<file path="config.mk">
export PLATFORM = sky130hd
export DESIGN_NAME = inst_fetch_unit
export DESIGN_NICKNAME = d
export VERILOG_FILES = /design/src/rtl/inst_fetch_unit.sv
export SDC_FILE = /design/constraint.sdc
export NUM_CORES = 1
export LEC_CHECK = 0
export ABC_AREA = 1
export CORE_ASPECT_RATIO = 0.5
export CORE_MARGIN = 4
export CORE_UTILIZATION = 30
export DETAILED_ROUTE_END_ITERATION = 10
export PLACE_DENSITY = 0.56
export SKIP_CTS_REPAIR_TIMING = 1
export SLEW_MARGIN = 20
export SYNTH_ARGS = -nofsm -noshare
export SYNTH_HDL_FRONTEND = slang
export SYNTH_SLANG_ARGS = --single-unit
</file>
<file path="constraint.sdc">
create_clock -name clk -period 5.6 [get_ports clk]
set_clock_uncertainty 0.1 [all_clocks]
set_input_delay 1.68 -clock clk [delete_from_list [all_inputs] [get_ports clk]]
set_output_delay 1.68 -clock clk [all_outputs]
set_load 0.1 [all_outputs]
</file>
<file path="src/rtl/inst_fetch_unit.sv">
// Fetch stage: owns the fetch PC, issues word requests to imem, buffers responses in an in-order FIFO for decode.
// Response to IF_vld takes 1 cycle; issue stalls when FIFO + in-flight credit is used up; head holds while !ID_rdy.
module inst_fetch_unit #(
    parameter logic [31:0] RESET_PC   = 32'h0000_0000,
    parameter int          FIFO_DEPTH = 2
) (
    input  logic        clk,
    input  logic        rst_n,
    output logic        imem_req_vld,
    output logic [31:0] imem_req_addr,
    input  logic        imem_req_rdy,
    input  logic        imem_rsp_vld,
    input  logic [31:0] imem_rsp_data,
    input  logic        redirect,
    input  logic [31:0] redirect_pc,
    output logic [31:0] IF_pc,
    output logic [31:0] IF_inst,
    output logic        IF_vld,
    input  logic        ID_rdy
);

    localparam int AW = $clog2(FIFO_DEPTH);
    localparam int CW = AW + 1;
    localparam logic [CW+1:0] DEPTH_L = (CW+2)'(FIFO_DEPTH);

    logic [31:0]   fetch_pc;
    logic [31:0]   fifo_pc   [FIFO_DEPTH];
    logic [31:0]   fifo_inst [FIFO_DEPTH];
    logic [31:0]   pcq       [FIFO_DEPTH];
    logic [AW-1:0] rd_ptr, wr_ptr, pcq_rd, pcq_wr;
    logic [CW-1:0] fifo_cnt, out_cnt, drop_cnt;
    logic [CW+1:0] used;
    logic          req_fire, rsp_keep, pop;

    // Credit covers buffered entries plus every request whose response is still owed.
    assign used          = (CW+2)'(fifo_cnt) + (CW+2)'(out_cnt) + (CW+2)'(drop_cnt);
    assign imem_req_vld  = rst_n && !redirect && (used < DEPTH_L);
    assign imem_req_addr = fetch_pc;

    assign req_fire = imem_req_vld && imem_req_rdy;
    assign rsp_keep = rst_n && !redirect && imem_rsp_vld && (drop_cnt == '0);
    assign pop      = IF_vld && ID_rdy;

    assign IF_vld  = (fifo_cnt != '0);
    assign IF_pc   = IF_vld ? fifo_pc[rd_ptr]   : 32'h0;
    assign IF_inst = IF_vld ? fifo_inst[rd_ptr] : 32'h0;

    always_ff @(posedge clk) begin
        if (req_fire) begin
            pcq[pcq_wr] <= fetch_pc;
        end
        if (rsp_keep) begin
            fifo_pc[wr_ptr]   <= pcq[pcq_rd];
            fifo_inst[wr_ptr] <= imem_rsp_data;
        end
    end

    always_ff @(posedge clk) begin
        if (!rst_n) begin
            fetch_pc <= RESET_PC;
            rd_ptr   <= '0;
            wr_ptr   <= '0;
            pcq_rd   <= '0;
            pcq_wr   <= '0;
            fifo_cnt <= '0;
            out_cnt  <= '0;
            drop_cnt <= '0;
        end else if (redirect) begin
            // Everything still owed by memory becomes stale; a response landing now is one of them.
            fetch_pc <= redirect_pc & ~32'h3;
            rd_ptr   <= '0;
            wr_ptr   <= '0;
            pcq_rd   <= '0;
            pcq_wr   <= '0;
            fifo_cnt <= '0;
            out_cnt  <= '0;
            drop_cnt <= drop_cnt + out_cnt - CW'(imem_rsp_vld);
        end else begin
            if (req_fire) begin
                fetch_pc <= fetch_pc + 32'd4;
                pcq_wr   <= pcq_wr + AW'(1);
            end
            if (imem_rsp_vld && (drop_cnt != '0)) begin
                drop_cnt <= drop_cnt - CW'(1);
            end
            if (rsp_keep) begin
                wr_ptr <= wr_ptr + AW'(1);
                pcq_rd <= pcq_rd + AW'(1);
            end
            if (pop) begin
                rd_ptr <= rd_ptr + AW'(1);
            end
            out_cnt  <= out_cnt + CW'(req_fire) - CW'(rsp_keep);
            fifo_cnt <= fifo_cnt + CW'(rsp_keep) - CW'(pop);
        end
    end

    // A response with nothing outstanding means memory broke the in-order contract.
    assert property (@(posedge clk) disable iff (!rst_n)
        imem_rsp_vld |-> ((out_cnt != '0) || (drop_cnt != '0)));

endmodule

</file>
# Word-level counts from Yosys, hierarchy flattened
# Memories as Yosys holds them, arrays and structs flattened. A register that Yosys moved wholly into a read port is not among the register bits.
# Cells that the tools add are included.
# Widths: inputs -> output; s select.
[totals]
register_bits = 42
elab_cells = 58
mem_bits_rw = 192
out_inout_bits = 98
mem_count = 3
[classes]
mux = 16
order_cmp = 1
n_addsub = 14
n_reduce_logical = 14
bitwise = 1
[mem_list]
columns = ["memory", "depth", "word_bits", "rd", "rd_ports_with_merged_regs", "wr", "line", "text"]
rows = [
  ["fifo_inst", 2, 32, 1, 1, 1, "28", "logic [31:0] fifo_inst [FIFO_DEPTH];"],
  ["fifo_pc", 2, 32, 1, 1, 1, "27", "logic [31:0] fifo_pc [FIFO_DEPTH];"],
  ["pcq", 2, 32, 1, 1, 1, "29", "logic [31:0] pcq [FIFO_DEPTH];"],
]
[ops]
columns = ["operator", "count"]
rows = [
  ["$mux 32", 4],
  ["$add 32x3->32 const B", 1],
  ["$mux 1", 10],
  ["$reduce_bool 2->1", 4],
  ["$logic_and 1x1->1", 7],
  ["$sub 2x1->2", 3],
  ["$add 1x1->1 const B", 4],
  ["$add 2x1->2", 2],
  ["$add 3x2->4", 1],
  ["$lt 4x2->1 const B", 1],
  ["$mux 2", 2],
  ["$add 2x2->3", 1],
  ["$add 2x2->2", 1],
  ["$logic_not 2->1", 1],
  ["$reduce_or 2->1", 1],
  ["$sub 2x1->2 const B", 1],
  ["$logic_not 1->1", 1],
  ["$not 1->1", 1],
]

# Depth between registers and ports, before layout
# Gate-level depths: netlist of the first run.
[logic_depth]
ltp_word = 7
mapped_depth = 15
depth_no_buf = 14

# Worst setup path before layout of the first run
# Ideal clock, no wire load.
[synth_timing]
path_kind = "input to register"
start = "in rst_n"
end = "mem fifo_inst[1][0], enable pin"
stages = 5
path_buffers = 1
setup_time_ns = 0.483
arrival_time_ns = 4.745
path_slack_ns = 0.271
required_time_ns = 5.017
cell_sequence = "buf_4 > nand2_2 > nor2_1 > inv_1 > nor2_1"
[synth_via]
elab_chain_len = 5
[synth_rtl]
columns = ["item", "line", "text"]
rows = [
  ["start, declared", "8", "input logic rst_n,"],
  ["$logic_and 1x1->1 (3 in series)", "41", "assign rsp_keep = rst_n && !redirect && imem_rsp_vld && (drop_cnt == '0);"],
  ["via rsp_keep", "33", "logic req_fire, rsp_keep, pop;"],
  ["$mux 1", "52", "if (rsp_keep) begin"],
  ["$mux 1 (implied by the code)", "54", "fifo_inst[wr_ptr] <= imem_rsp_data;"],
  ["end, declared", "28", ""],
]
# The timed path passes the listed nets, and every way through them passes these cells.

# Worst setup path in the final report of the first run
[layout_timing]
start = "in rst_n"
end = "out imem_req_vld"
[layout_via]
elab_chain_len = 2
[layout_rtl]
columns = ["item", "line", "text"]
rows = [
  ["$logic_and 1x1->1 (2 in series)", "37", "assign imem_req_vld = rst_n && !redirect && (used < DEPTH_L);"],
  ["end, declared", "9", "output logic imem_req_vld,"],
]
# No other way between the ends.

==> flow_results.xml, run 1 <==
<?xml version="1.0" encoding="UTF-8"?>
<metrics>
  <group name="timing">
    <metric name="hold_viol" unit="">0</metric>
    <metric name="maxSlewHeadroom" unit="%">27.3</metric>
    <metric name="max_slew_violation_count" unit="">0</metric>
    <metric name="worstMarginPinSlew" unit="ns">1.09</metric>
    <metric name="setup_tns" unit="ns">0</metric>
    <metric name="final_period_minus_worst_setup_slack" unit="ns">4.72</metric>
    <metric name="fin_hold_ws" unit="ns">0.376</metric>
    <metric name="rsz0062_at_grt" unit="">no</metric>
    <metric name="max_freq" unit="MHz">212</metric>
    <metric name="setup_failing_eps_final" unit="">0</metric>
    <metric name="timing.final.crit_share" unit="%">84.2</metric>
  </group>
  <group name="die">
    <metric name="io_pins" unit="">168</metric>
    <metric name="initial_utilization" unit="%">30.7</metric>
    <metric name="die_height" unit="um">136</metric>
    <metric name="placementRows" unit="">46</metric>
    <metric name="fp.coreArea" unit="mm2">0.0319</metric>
    <metric name="die_w" unit="um">264</metric>
    <metric name="die-area" unit="mm2">0.0358</metric>
  </group>
  <group name="clock_network">
    <metric name="clock-root-buffer" unit="">sky130_fd_sc_hd__clkbuf_16</metric>
    <metric name="cts_inserted_buffers" unit="">23</metric>
    <metric name="cts_tree" unit="">done</metric>
    <metric name="clk_path_buf_depth" unit="">3</metric>
    <metric name="cts.reportedPaths.clkPinSlew" unit="ns">0.06</metric>
    <metric name="cts.sinks" unit="">226</metric>
    <metric name="htreeDepth" unit="">1</metric>
    <metric name="clkLatencyLatePin" unit="ns">0.51</metric>
  </group>
  <group name="job">
    <metric name="maximum_capacitance_violations" unit="">0</metric>
  </group>
  <group name="global_route">
    <metric name="grt_remaining_overflow" unit="">0</metric>
    <metric name="groute.usage.overall" unit="%">13.5</metric>
    <metric name="first_pass_grt_wire_length" unit="um">38200</metric>
    <metric name="grt_antenna_before_repair" unit="">0</metric>
    <metric name="grt_max_degree" unit="">63</metric>
    <metric name="grt_pass1_vias" unit="">6737</metric>
  </group>
  <group name="critical_path">
    <metric name="crit_start_category" unit="">input pin</metric>
    <metric name="endpoint_kind" unit="">primary output</metric>
    <metric name="worst_ep_required_time" unit="ns">3.82</metric>
    <metric name="worstPathCellList" unit="">clkdlybuf4s50_1 -&gt; buf_4 -&gt; nand2_2 -&gt; nor2_1 -&gt; buf_12</metric>
    <metric name="cp_slowest_stage_delay" unit="ns">0.46</metric>
    <metric name="worstPathMaxFanout" unit="">12</metric>
    <metric name="crit_family" unit="">buffers and inverters</metric>
    <metric name="worst_path_max_delay_cell" unit="">sky130_fd_sc_hd__clkdlybuf4s50_1</metric>
    <metric name="worst_ep_arrival_time" unit="ns">2.94</metric>
    <metric name="worstPathBufferInverterCount" unit="">3</metric>
    <metric name="worst-setup-path-type" unit="">input pin to primary output</metric>
  </group>
  <group name="finish">
    <metric name="post-route-cell-area" unit="mm2">0.0124</metric>
    <metric name="register_area" unit="mm2">0.00637</metric>
    <metric name="layout-area-overhead-vs-synth" unit="%">26.5</metric>
    <metric name="antennaDiodeCount" unit="">0</metric>
    <metric name="finish.utilization" unit="%">38.8</metric>
    <metric name="nNetsFinal" unit="">1146</metric>
    <metric name="fillerInstances" unit="">3061</metric>
    <metric name="share_of_cells_above_drive_strength_1" unit="%">16.4</metric>
    <metric name="multi_input_area" unit="mm2">0.00296</metric>
  </group>
  <group name="placement">
    <metric name="port-buffer-count" unit="">161</metric>
    <metric name="standard_cell_area_after_detailed_placement" unit="mm2">0.0117</metric>
    <metric name="gp_congestion" unit="">0.828</metric>
    <metric name="place_hpwl" unit="um">16500</metric>
  </group>
  <group name="detailed_routing">
    <metric name="drt_drc_violations_left" unit="">0</metric>
    <metric name="routed_metal_1_wire_length" unit="um">10900</metric>
    <metric name="met3_length" unit="um">888</metric>
    <metric name="wl_met2" unit="um">12700</metric>
    <metric name="drtPass1Iterations" unit="">7</metric>
    <metric name="vias" unit="">6831</metric>
    <metric name="routed_wl" unit="um">25000</metric>
    <metric name="wl_per_cell" unit="um">16.6</metric>
    <metric name="drt-initial-drc-count" unit="">418</metric>
    <metric name="viasPerCell" unit="">4.51</metric>
    <metric name="top_layer" unit="">met4</metric>
    <metric name="antenna_violating_nets_post_route" unit="">0</metric>
  </group>
  <group name="logic_synthesis">
    <metric name="syn_avg_cell_area" unit="um2">10.8</metric>
    <metric name="synth_top_family_by_area" unit="">simple AND/OR/NAND/NOR gates</metric>
    <metric name="synth_xor_xnor_area_share" unit="%">0.894</metric>
    <metric name="complex_gate_fraction_of_the_synthesized_area" unit="%">6.42</metric>
    <metric name="synthAdderAreaFrac" unit="%">1.48</metric>
    <metric name="ys_seq_elements" unit="">226</metric>
    <metric name="synth_sequential_area_ratio" unit="%">65.0</metric>
    <metric name="mappedNetlistArea" unit="mm2">0.00980</metric>
    <metric name="total_of_warnings_raised_by_yosys" unit="">0</metric>
    <metric name="synth.area.mux_share" unit="%">3.45</metric>
    <metric name="synthDistinctLibCells" unit="">41</metric>
    <metric name="synth_simple_gate_area_share" unit="%">17.6</metric>
    <metric name="postSynthCellCount" unit="">905</metric>
  </group>
  <group name="run_status">
    <metric name="run_status" unit="">complete, no violations</metric>
  </group>
  <group name="pwr">
    <metric name="finalPower" unit="uW">3780</metric>
    <metric name="static-leakage-power" unit="uW">0.00464</metric>
    <metric name="irDropWorstVdd" unit="mV">0.201</metric>
    <metric name="power_density_of_the_placed_cells" unit="mW/mm2">305</metric>
  </group>
  <group name="min_path">
    <metric name="min-delay-path-class" unit="">flop to flop</metric>
  </group>
</metrics>
placed cells by master, fill, tap and decap left out, types with 23 or more instances in the layout:
cell type,count
sky130_fd_sc_hd__nor2_1,38
sky130_fd_sc_hd__clkdlybuf4s50_1,98
sky130_fd_sc_hd__buf_4,73
sky130_fd_sc_hd__clkbuf_16,23
sky130_fd_sc_hd__dfxtp_1,41
sky130_fd_sc_hd__nand2_1,263
sky130_fd_sc_hd__nand3_1,51
sky130_fd_sc_hd__edfxtp_1,184
sky130_fd_sc_hd__mux2_2,30
sky130_fd_sc_hd__inv_1,70
sky130_fd_sc_hd__a21oi_1,91
layout make-up:
type	instances	area share (%)
multi-input combinational	565	23.9
sequential	226	51.4
clock buffer	29	4.99
tap	432	4.36
timing repair buffer	172	12.5
inverter	77	2.37
clock inverter	12	0.485
per-stage QoR:
| stage | worst slack, ns | std cells |
|---|---|---|
| global route | 0.800 | 1513 |
| finish | 0.883 | 1513 |
| floorplan | 0.271 | 908 |
| detailed placement | 0.868 | 1472 |
| CTS | 0.870 | 1513 |
| global placement | 0.884 | 1472 |
final timing paths:
kind	startpoint	to	slack, ns	cells after the start
worst max register to register	fifo_cnt[1]	out_cnt[1]	2.38	12
worst min register to register	rd_ptr	flop	0.38	1
worst min-delay path	rd_ptr	flop	0.38	1
worst max-delay path	rst_n	imem_req_vld	0.88	5
power by group:
part	total [uW]	leakage [uW]	switching (uW)	internal (uW)
Combinational	464	0.00228	327	137
Sequential	1910	0.00203	45.1	1860
Clock	1400	0.000324	623	779
synth_stat cells:
cell,number,area (um2)
sky130_fd_sc_hd__nand2_1,263,987
sky130_fd_sc_hd__edfxtp_1,184,5530
sky130_fd_sc_hd__a21oi_1,91,455
sky130_fd_sc_hd__inv_1,70,263
sky130_fd_sc_hd__nand3_1,51,255
sky130_fd_sc_hd__nor2_1,43,161
sky130_fd_sc_hd__dfxtp_1,42,841
sky130_fd_sc_hd__mux2_2,30,338
sky130_fd_sc_hd__clkbuf_1,24,90.1
sky130_fd_sc_hd__o21ai_1,15,75.1
sky130_fd_sc_hd__ha_1,10,125
sky130_fd_sc_hd__buf_4,7,52.6
sky130_fd_sc_hd__xnor2_1,7,61.3
sky130_fd_sc_hd__nand2_2,6,37.5
sky130_fd_sc_hd__nor2_4,6,67.6
sky130_fd_sc_hd__inv_2,5,18.8
sky130_fd_sc_hd__o21ai_0,5,25.0
sky130_fd_sc_hd__buf_2,4,20.0
sky130_fd_sc_hd__a31oi_1,3,18.8
sky130_fd_sc_hd__nand2_4,3,33.8
sky130_fd_sc_hd__nor2_2,3,18.8
sky130_fd_sc_hd__nor2_8,3,60.1
sky130_fd_sc_hd__or2_2,3,18.8
sky130_fd_sc_hd__xor2_1,3,26.3
sky130_fd_sc_hd__a21oi_2,2,17.5
sky130_fd_sc_hd__a22oi_1,2,15.0
sky130_fd_sc_hd__buf_1,2,7.51
sky130_fd_sc_hd__buf_6,2,22.5
sky130_fd_sc_hd__nand3_2,2,20.0
sky130_fd_sc_hd__nor3_1,2,10.0
sky130_fd_sc_hd__o21bai_1,2,15.0
sky130_fd_sc_hd__a21o_1,1,7.51
sky130_fd_sc_hd__and2_1,1,6.26
sky130_fd_sc_hd__buf_12,1,20.0
sky130_fd_sc_hd__clkinv_1,1,3.75
sky130_fd_sc_hd__conb_1,1,3.75
sky130_fd_sc_hd__fa_1,1,20.0
sky130_fd_sc_hd__inv_4,1,6.26
sky130_fd_sc_hd__nand2_8,1,20.0
sky130_fd_sc_hd__nand3_4,1,17.5
sky130_fd_sc_hd__nand3b_1,1,7.51
metal layers:
metal  GRT usage, %  up-vias
met1           17.1     3297
met5              0        -
met3           1.91       36
met4           3.56        0
li1               -     3367
met2           24.4      131
registers in the layout, indices dropped and copies added (netlist names), named ones only:
| signal | count |
|---|---|
| pcq | 60 |
| pcq_wr | 1 |
| fifo_inst | 64 |
| pcq_rd | 1 |
| fifo_cnt | 2 |
| out_cnt | 2 |
| drop_cnt | 2 |
| rd_ptr | 1 |
| wr_ptr | 1 |
| imem_req_addr | 30 |
| fifo_pc | 60 |
cells by family (layout without fill, tap and decap cells):
group | after synthesis | count (layout)
multiplexers | 30 | 30
adder cells (fa/ha/maj) | 11 | 11
buffers and inverters | 117 | 290
AND/OR/NAND/NOR | 389 | 389
AO/OA/AOI/OAI | 121 | 121
flip-flops | 226 | 226
XOR/XNOR | 10 | 10
other | 1 | 4
Power figures use the tool's default switching activity.
==> run 2, diff against run 1 <==
==> constraint.sdc (replaced) <==
create_clock -name clk -period 4.8 [get_ports clk]
set_clock_uncertainty 0.1 [all_clocks]
set_input_delay 1.44 -clock clk [delete_from_list [all_inputs] [get_ports clk]]
set_output_delay 1.44 -clock clk [all_outputs]
set_load 0.1 [all_outputs]
==> flow_results.xml, run 2 (same netlist as run 1, synthesis figures left out) <==
<?xml version="1.0" encoding="UTF-8"?>
<metrics>
  <group name="run_status">
    <metric name="run_status" unit="">complete, no violations</metric>
  </group>
  <group name="clock_network">
    <metric name="cts.sinks" unit="">226</metric>
    <metric name="cts_tree" unit="">done</metric>
    <metric name="clkLatencyLatePin" unit="ns">0.53</metric>
    <metric name="htreeDepth" unit="">1</metric>
    <metric name="cts_inserted_buffers" unit="">23</metric>
    <metric name="clk_path_buf_depth" unit="">3</metric>
    <metric name="cts.reportedPaths.clkPinSlew" unit="ns">0.06</metric>
    <metric name="clock-root-buffer" unit="">sky130_fd_sc_hd__clkbuf_16</metric>
  </group>
  <group name="finish">
    <metric name="layout-area-overhead-vs-synth" unit="%">27.7</metric>
    <metric name="fillerInstances" unit="">3079</metric>
    <metric name="post-route-cell-area" unit="mm2">0.0125</metric>
    <metric name="nNetsFinal" unit="">1148</metric>
    <metric name="register_area" unit="mm2">0.00637</metric>
    <metric name="multi_input_area" unit="mm2">0.00296</metric>
    <metric name="largest_register_ff_count" unit="">64</metric>
    <metric name="share_of_cells_above_drive_strength_1" unit="%">16.7</metric>
    <metric name="commonest_non_fill_non_tap_cell_in_the_layout" unit="">sky130_fd_sc_hd__nand2_1</metric>
    <metric name="final_cell_mix" unit="">sky130_fd_sc_hd__nand2_1, sky130_fd_sc_hd__edfxtp_1, sky130_fd_sc_hd__clkdlybuf4s50_1, sky130_fd_sc_hd__a21oi_1, sky130_fd_sc_hd__buf_4</metric>
    <metric name="layout_top_registers" unit="">fifo_inst (64), fifo_pc (60), pcq (60)</metric>
    <metric name="registers.top_by_ff_count" unit="">fifo_inst</metric>
    <metric name="antennaDiodeCount" unit="">0</metric>
  </group>
  <group name="critical_path">
    <metric name="endpoint_kind" unit="">primary output</metric>
    <metric name="worstPathMaxFanout" unit="">12</metric>
    <metric name="cp_slowest_stage_delay" unit="ns">0.50</metric>
    <metric name="worst_path_max_delay_cell" unit="">sky130_fd_sc_hd__clkdlybuf4s50_1</metric>
    <metric name="worst-setup-path-type" unit="">input pin to primary output</metric>
    <metric name="crit_start_category" unit="">input pin</metric>
    <metric name="setup_slack_on_the_worst_flop_to_flop_path" unit="ns">1.60</metric>
    <metric name="critical_path.reg2reg.startpoint" unit="">fifo_cnt[1]</metric>
    <metric name="cp-startpoint" unit="">rst_n</metric>
    <metric name="crit-reg2reg-capture" unit="">out_cnt[1]</metric>
    <metric name="worst_ep_arrival_time" unit="ns">2.60</metric>
    <metric name="worstPathCellList" unit="">clkdlybuf4s50_1 -&gt; nand2_2 -&gt; nor2_1 -&gt; buf_12</metric>
    <metric name="worst_r2r_path_depth" unit="">12</metric>
    <metric name="worst_ep_required_time" unit="ns">3.26</metric>
  </group>
  <group name="die">
    <metric name="placementRows" unit="">46</metric>
    <metric name="fp.coreArea" unit="mm2">0.0319</metric>
    <metric name="die-area" unit="mm2">0.0358</metric>
    <metric name="io_pins" unit="">168</metric>
    <metric name="die_w" unit="um">264</metric>
    <metric name="die_height" unit="um">136</metric>
    <metric name="initial_utilization" unit="%">30.7</metric>
  </group>
  <group name="placement">
    <metric name="place_hpwl" unit="um">16500</metric>
    <metric name="gp_congestion" unit="">0.829</metric>
    <metric name="standard_cell_area_after_detailed_placement" unit="mm2">0.0118</metric>
    <metric name="port-buffer-count" unit="">161</metric>
  </group>
  <group name="pwr">
    <metric name="static-leakage-power" unit="uW">0.00469</metric>
    <metric name="power_density_of_the_placed_cells" unit="mW/mm2">366</metric>
    <metric name="irDropWorstVdd" unit="mV">0.239</metric>
  </group>
  <group name="detailed_routing">
    <metric name="vias" unit="">6839</metric>
    <metric name="viasPerCell" unit="">4.51</metric>
    <metric name="antenna_violating_nets_post_route" unit="">0</metric>
    <metric name="drtPass1Iterations" unit="">5</metric>
    <metric name="routed_wl" unit="um">24700</metric>
    <metric name="drt-initial-drc-count" unit="">327</metric>
    <metric name="drt_drc_violations_left" unit="">0</metric>
    <metric name="wl_per_cell" unit="um">16.3</metric>
  </group>
  <group name="timing">
    <metric name="worstMarginPinSlew" unit="ns">1.08</metric>
    <metric name="setup_failing_eps_final" unit="">0</metric>
    <metric name="rsz0062_at_grt" unit="">no</metric>
    <metric name="final_period_minus_worst_setup_slack" unit="ns">4.14</metric>
    <metric name="maxSlewHeadroom" unit="%">27.6</metric>
    <metric name="hold_viol" unit="">0</metric>
    <metric name="max_slew_violation_count" unit="">0</metric>
    <metric name="max_freq" unit="MHz">242</metric>
    <metric name="timing.final.crit_share" unit="%">86.2</metric>
    <metric name="setup_tns" unit="ns">0</metric>
  </group>
  <group name="min_path">
    <metric name="worst_hold_path.num_cells" unit="">1</metric>
    <metric name="min_from" unit="">rd_ptr</metric>
    <metric name="min-delay-path-class" unit="">flop to flop</metric>
  </group>
  <group name="global_route">
    <metric name="grt_remaining_overflow" unit="">0</metric>
    <metric name="first_pass_grt_wire_length" unit="um">38500</metric>
    <metric name="grt_max_degree" unit="">63</metric>
    <metric name="groute.usage.overall" unit="%">13.6</metric>
    <metric name="grt_pass1_vias" unit="">6776</metric>
    <metric name="grt_antenna_before_repair" unit="">0</metric>
  </group>
  <group name="job">
    <metric name="maximum_capacitance_violations" unit="">0</metric>
  </group>
</metrics>
[run 2: worst max path at each step]
stage	slack (ns)	cells after the start	end
2_1_floorplan	0.15	4	imem_req_vld
3_3_place_gp	0.65	4	imem_req_vld
3_5_place_dp	0.63	4	imem_req_vld
4_1_cts	0.63	4	imem_req_vld
5_1_grt	0.56	5	imem_req_vld
6_report	0.66	4	imem_req_vld
[run 2: critical path: cells and delay by family]
kind	cells	cell delay, ns
AND/OR/NAND/NOR	2	0.45
buffers and inverters	2	0.71
[run 2: metal layers]
metal | vias to the layer above | track usage (%) | share of wire, %
li1 | 3380 | - | -
met1 | 3298 | 17.5 | 45
met2 | 110 | 23.5 | 48
met3 | 51 | 2.25 | 3.6
met4 | 0 | 4.45 | 3.4
met5 | - | 0 | 0
[run 2: cell type report]
class                           count  area share, %
Clock buffer                       30           4.97
Sequential cell                   226           50.9
Clock inverter                     12           1.11
Timing Repair Buffer              174           12.7
Tap cell                          432           4.32
Inverter                           77           2.33
Multi-Input combinational cell    565           23.7
[run 2: report_power, final]
group          internal (uW)  total [uW]  switching [uW]
logic                    161         542             381
registers               2170        2230            50.8
clock network           1070        1810             739
[run 2: stage by stage]
stage	std cells	hold WS [ns]	util (%)	total power [uW]	worst slack (ns)
final	1516	0.362	39.2	4580	0.663
after global routing	1516	0.388	39.2	4760	0.559
after CTS	1516	0.349	39.2	4650	0.632
after detailed placement	1474	0.342	36.8	2810	0.632
after global placement	1474	0.343	36.8	2810	0.651
after floorplan	908	0.331	-	2630	0.148
==> run 3, diff against run 2 <==
--- a/config.mk
+++ b/config.mk
@@ -8,9 +8,9 @@
 export ABC_AREA = 1
 export CORE_ASPECT_RATIO = 0.5
 export CORE_MARGIN = 4
-export CORE_UTILIZATION = 30
+export CORE_UTILIZATION = 35
 export DETAILED_ROUTE_END_ITERATION = 10
-export PLACE_DENSITY = 0.56
+export PLACE_DENSITY = 0.63
 export SKIP_CTS_REPAIR_TIMING = 1
 export SLEW_MARGIN = 20
 export SYNTH_ARGS = -nofsm -noshare
==> flow_results.xml, run 3 (same netlist as run 1, synthesis figures left out) <==
<?xml version="1.0" encoding="UTF-8"?>
<metrics>
  <group name="timing">
    <metric name="hold_viol" unit="">0</metric>
    <metric name="worstMarginPinSlew" unit="ns">1.06</metric>
    <metric name="final_period_minus_worst_setup_slack" unit="ns">4.06</metric>
    <metric name="max_slew_violation_count" unit="">0</metric>
    <metric name="max_freq" unit="MHz">246</metric>
    <metric name="setup_tns" unit="ns">0</metric>
    <metric name="setup_failing_eps_final" unit="">0</metric>
    <metric name="rsz0062_at_grt" unit="">no</metric>
    <metric name="maxSlewHeadroom" unit="%">29.2</metric>
    <metric name="timing.final.crit_share" unit="%">84.7</metric>
  </group>
  <group name="critical_path">
    <metric name="worstPathMaxFanout" unit="">3</metric>
    <metric name="endpoint_kind" unit="">primary output</metric>
    <metric name="worst_ep_arrival_time" unit="ns">2.52</metric>
    <metric name="crit_start_category" unit="">flop</metric>
    <metric name="worst_ep_required_time" unit="ns">3.26</metric>
    <metric name="worst-setup-path-type" unit="">flop to primary output</metric>
  </group>
  <group name="clock_network">
    <metric name="cts_inserted_buffers" unit="">22</metric>
    <metric name="clkLatencyLatePin" unit="ns">0.50</metric>
    <metric name="cts.sinks" unit="">226</metric>
    <metric name="clk_path_buf_depth" unit="">3</metric>
    <metric name="htreeDepth" unit="">1</metric>
    <metric name="cts_tree" unit="">done</metric>
    <metric name="clock-root-buffer" unit="">sky130_fd_sc_hd__clkbuf_16</metric>
    <metric name="cts.reportedPaths.clkPinSlew" unit="ns">0.06</metric>
  </group>
  <group name="finish">
    <metric name="layout_top_registers" unit="">fifo_inst (64), fifo_pc (60), pcq (60)</metric>
    <metric name="post-route-cell-area" unit="mm2">0.0124</metric>
    <metric name="register_area" unit="mm2">0.00637</metric>
    <metric name="multi_input_area" unit="mm2">0.00296</metric>
    <metric name="commonest_non_fill_non_tap_cell_in_the_layout" unit="">sky130_fd_sc_hd__nand2_1</metric>
    <metric name="share_of_cells_above_drive_strength_1" unit="%">17.1</metric>
    <metric name="largest_register_ff_count" unit="">64</metric>
    <metric name="nNetsFinal" unit="">1148</metric>
    <metric name="fillerInstances" unit="">2513</metric>
    <metric name="registers.top_by_ff_count" unit="">fifo_inst</metric>
    <metric name="layout-area-overhead-vs-synth" unit="%">26.7</metric>
    <metric name="antennaDiodeCount" unit="">0</metric>
    <metric name="final_cell_mix" unit="">sky130_fd_sc_hd__nand2_1, sky130_fd_sc_hd__edfxtp_1, sky130_fd_sc_hd__clkdlybuf4s50_1, sky130_fd_sc_hd__a21oi_1, sky130_fd_sc_hd__buf_4</metric>
  </group>
  <group name="placement">
    <metric name="standard_cell_area_after_detailed_placement" unit="mm2">0.0117</metric>
    <metric name="gp_congestion" unit="">0.890</metric>
    <metric name="port-buffer-count" unit="">161</metric>
    <metric name="place_hpwl" unit="um">15900</metric>
  </group>
  <group name="die">
    <metric name="placementRows" unit="">42</metric>
    <metric name="initial_utilization" unit="%">36.3</metric>
    <metric name="die-area" unit="mm2">0.0309</metric>
    <metric name="die_w" unit="um">245</metric>
    <metric name="die_height" unit="um">126</metric>
    <metric name="fp.coreArea" unit="mm2">0.0270</metric>
    <metric name="io_pins" unit="">168</metric>
  </group>
  <group name="detailed_routing">
    <metric name="drt_drc_violations_left" unit="">0</metric>
    <metric name="wl_per_cell" unit="um">16.8</metric>
    <metric name="drtPass1Iterations" unit="">7</metric>
    <metric name="drt-initial-drc-count" unit="">422</metric>
    <metric name="vias" unit="">6863</metric>
    <metric name="viasPerCell" unit="">4.71</metric>
    <metric name="antenna_violating_nets_post_route" unit="">0</metric>
    <metric name="routed_wl" unit="um">24400</metric>
  </group>
  <group name="pwr">
    <metric name="power_density_of_the_placed_cells" unit="mW/mm2">363</metric>
    <metric name="static-leakage-power" unit="uW">0.00468</metric>
    <metric name="irDropWorstVdd" unit="mV">0.219</metric>
  </group>
  <group name="global_route">
    <metric name="groute.usage.overall" unit="%">15.3</metric>
    <metric name="grt_pass1_vias" unit="">6702</metric>
    <metric name="first_pass_grt_wire_length" unit="um">37700</metric>
    <metric name="grt_max_degree" unit="">64</metric>
    <metric name="grt_remaining_overflow" unit="">0</metric>
    <metric name="grt_antenna_before_repair" unit="">0</metric>
  </group>
  <group name="min_path">
    <metric name="min-delay-path-class" unit="">flop to flop</metric>
  </group>
  <group name="job">
    <metric name="maximum_capacitance_violations" unit="">0</metric>
  </group>
  <group name="run_status">
    <metric name="run_status" unit="">complete, no violations</metric>
  </group>
</metrics>
-- run 3: per-stage QoR --
| stage | setup WS [ns] | hold slack [ns] | cells | total power [uW] | utilization (%) |
|---|---|---|---|---|---|
| 3_3_place_gp | 0.837 | 0.343 | 1417 | 2800 | 43.3 |
| 5_1_grt | 0.609 | 0.402 | 1457 | 4670 | 45.9 |
| 3_5_place_dp | 0.804 | 0.344 | 1417 | 2820 | 43.3 |
| 2_1_floorplan | 0.148 | 0.331 | 908 | 2630 | - |
| 6_report | 0.737 | 0.362 | 1457 | 4510 | 45.9 |
| 4_1_cts | 0.733 | 0.362 | 1457 | 4550 | 45.9 |
-- run 3: path summary, 6_finish.rpt --
kind                from            to  slack, ns  depth (start not counted)
min               rd_ptr        rd_ptr       0.36                          1
max          fifo_cnt[1]  imem_req_vld       0.74                          7
min reg2reg       rd_ptr        rd_ptr       0.36                          1
max reg2reg  fifo_cnt[1]    out_cnt[1]       1.50                         12
-- run 3: area by class of cell --
type | instances | area share, %
flip-flops and latches | 226 | 51.3
multi-input cells | 565 | 23.9
repair buffers | 175 | 12.9
clock buffers | 25 | 4.70
well taps | 374 | 3.77
inverters | 77 | 2.35
clock inverters | 15 | 1.11
-- run 3: worst max-delay path: stages (launching register included) --
cell and delay [ns]:
sky130_fd_sc_hd__dfxtp_1 0.42, sky130_fd_sc_hd__inv_1 0.13, sky130_fd_sc_hd__fa_1 0.55, sky130_fd_sc_hd__inv_1 0.04
sky130_fd_sc_hd__ha_1 0.30, sky130_fd_sc_hd__nand3b_1 0.17, sky130_fd_sc_hd__nor2_1 0.21, sky130_fd_sc_hd__buf_12 0.21
-- run 3: where the power goes --
part | internal (uW) | switching, uW | leakage, uW | total (uW)
clock network | 988 | 747 | 0.000349 | 1730
logic | 163 | 385 | 0.00230 | 548
registers | 2170 | 48.8 | 0.00203 | 2220
total | 3320 | 1180 | 0.00468 | 4510
-- run 3: per-layer routing --
metal | GRT usage (%) | up-vias | share of wire, %
li1 | - | 3369 | -
met1 | 20.7 | 3296 | 45
met2 | 25.6 | 151 | 48
met3 | 2.43 | 47 | 4.5
met4 | 4.56 | 0 | 2.9
met5 | 0 | - | 0
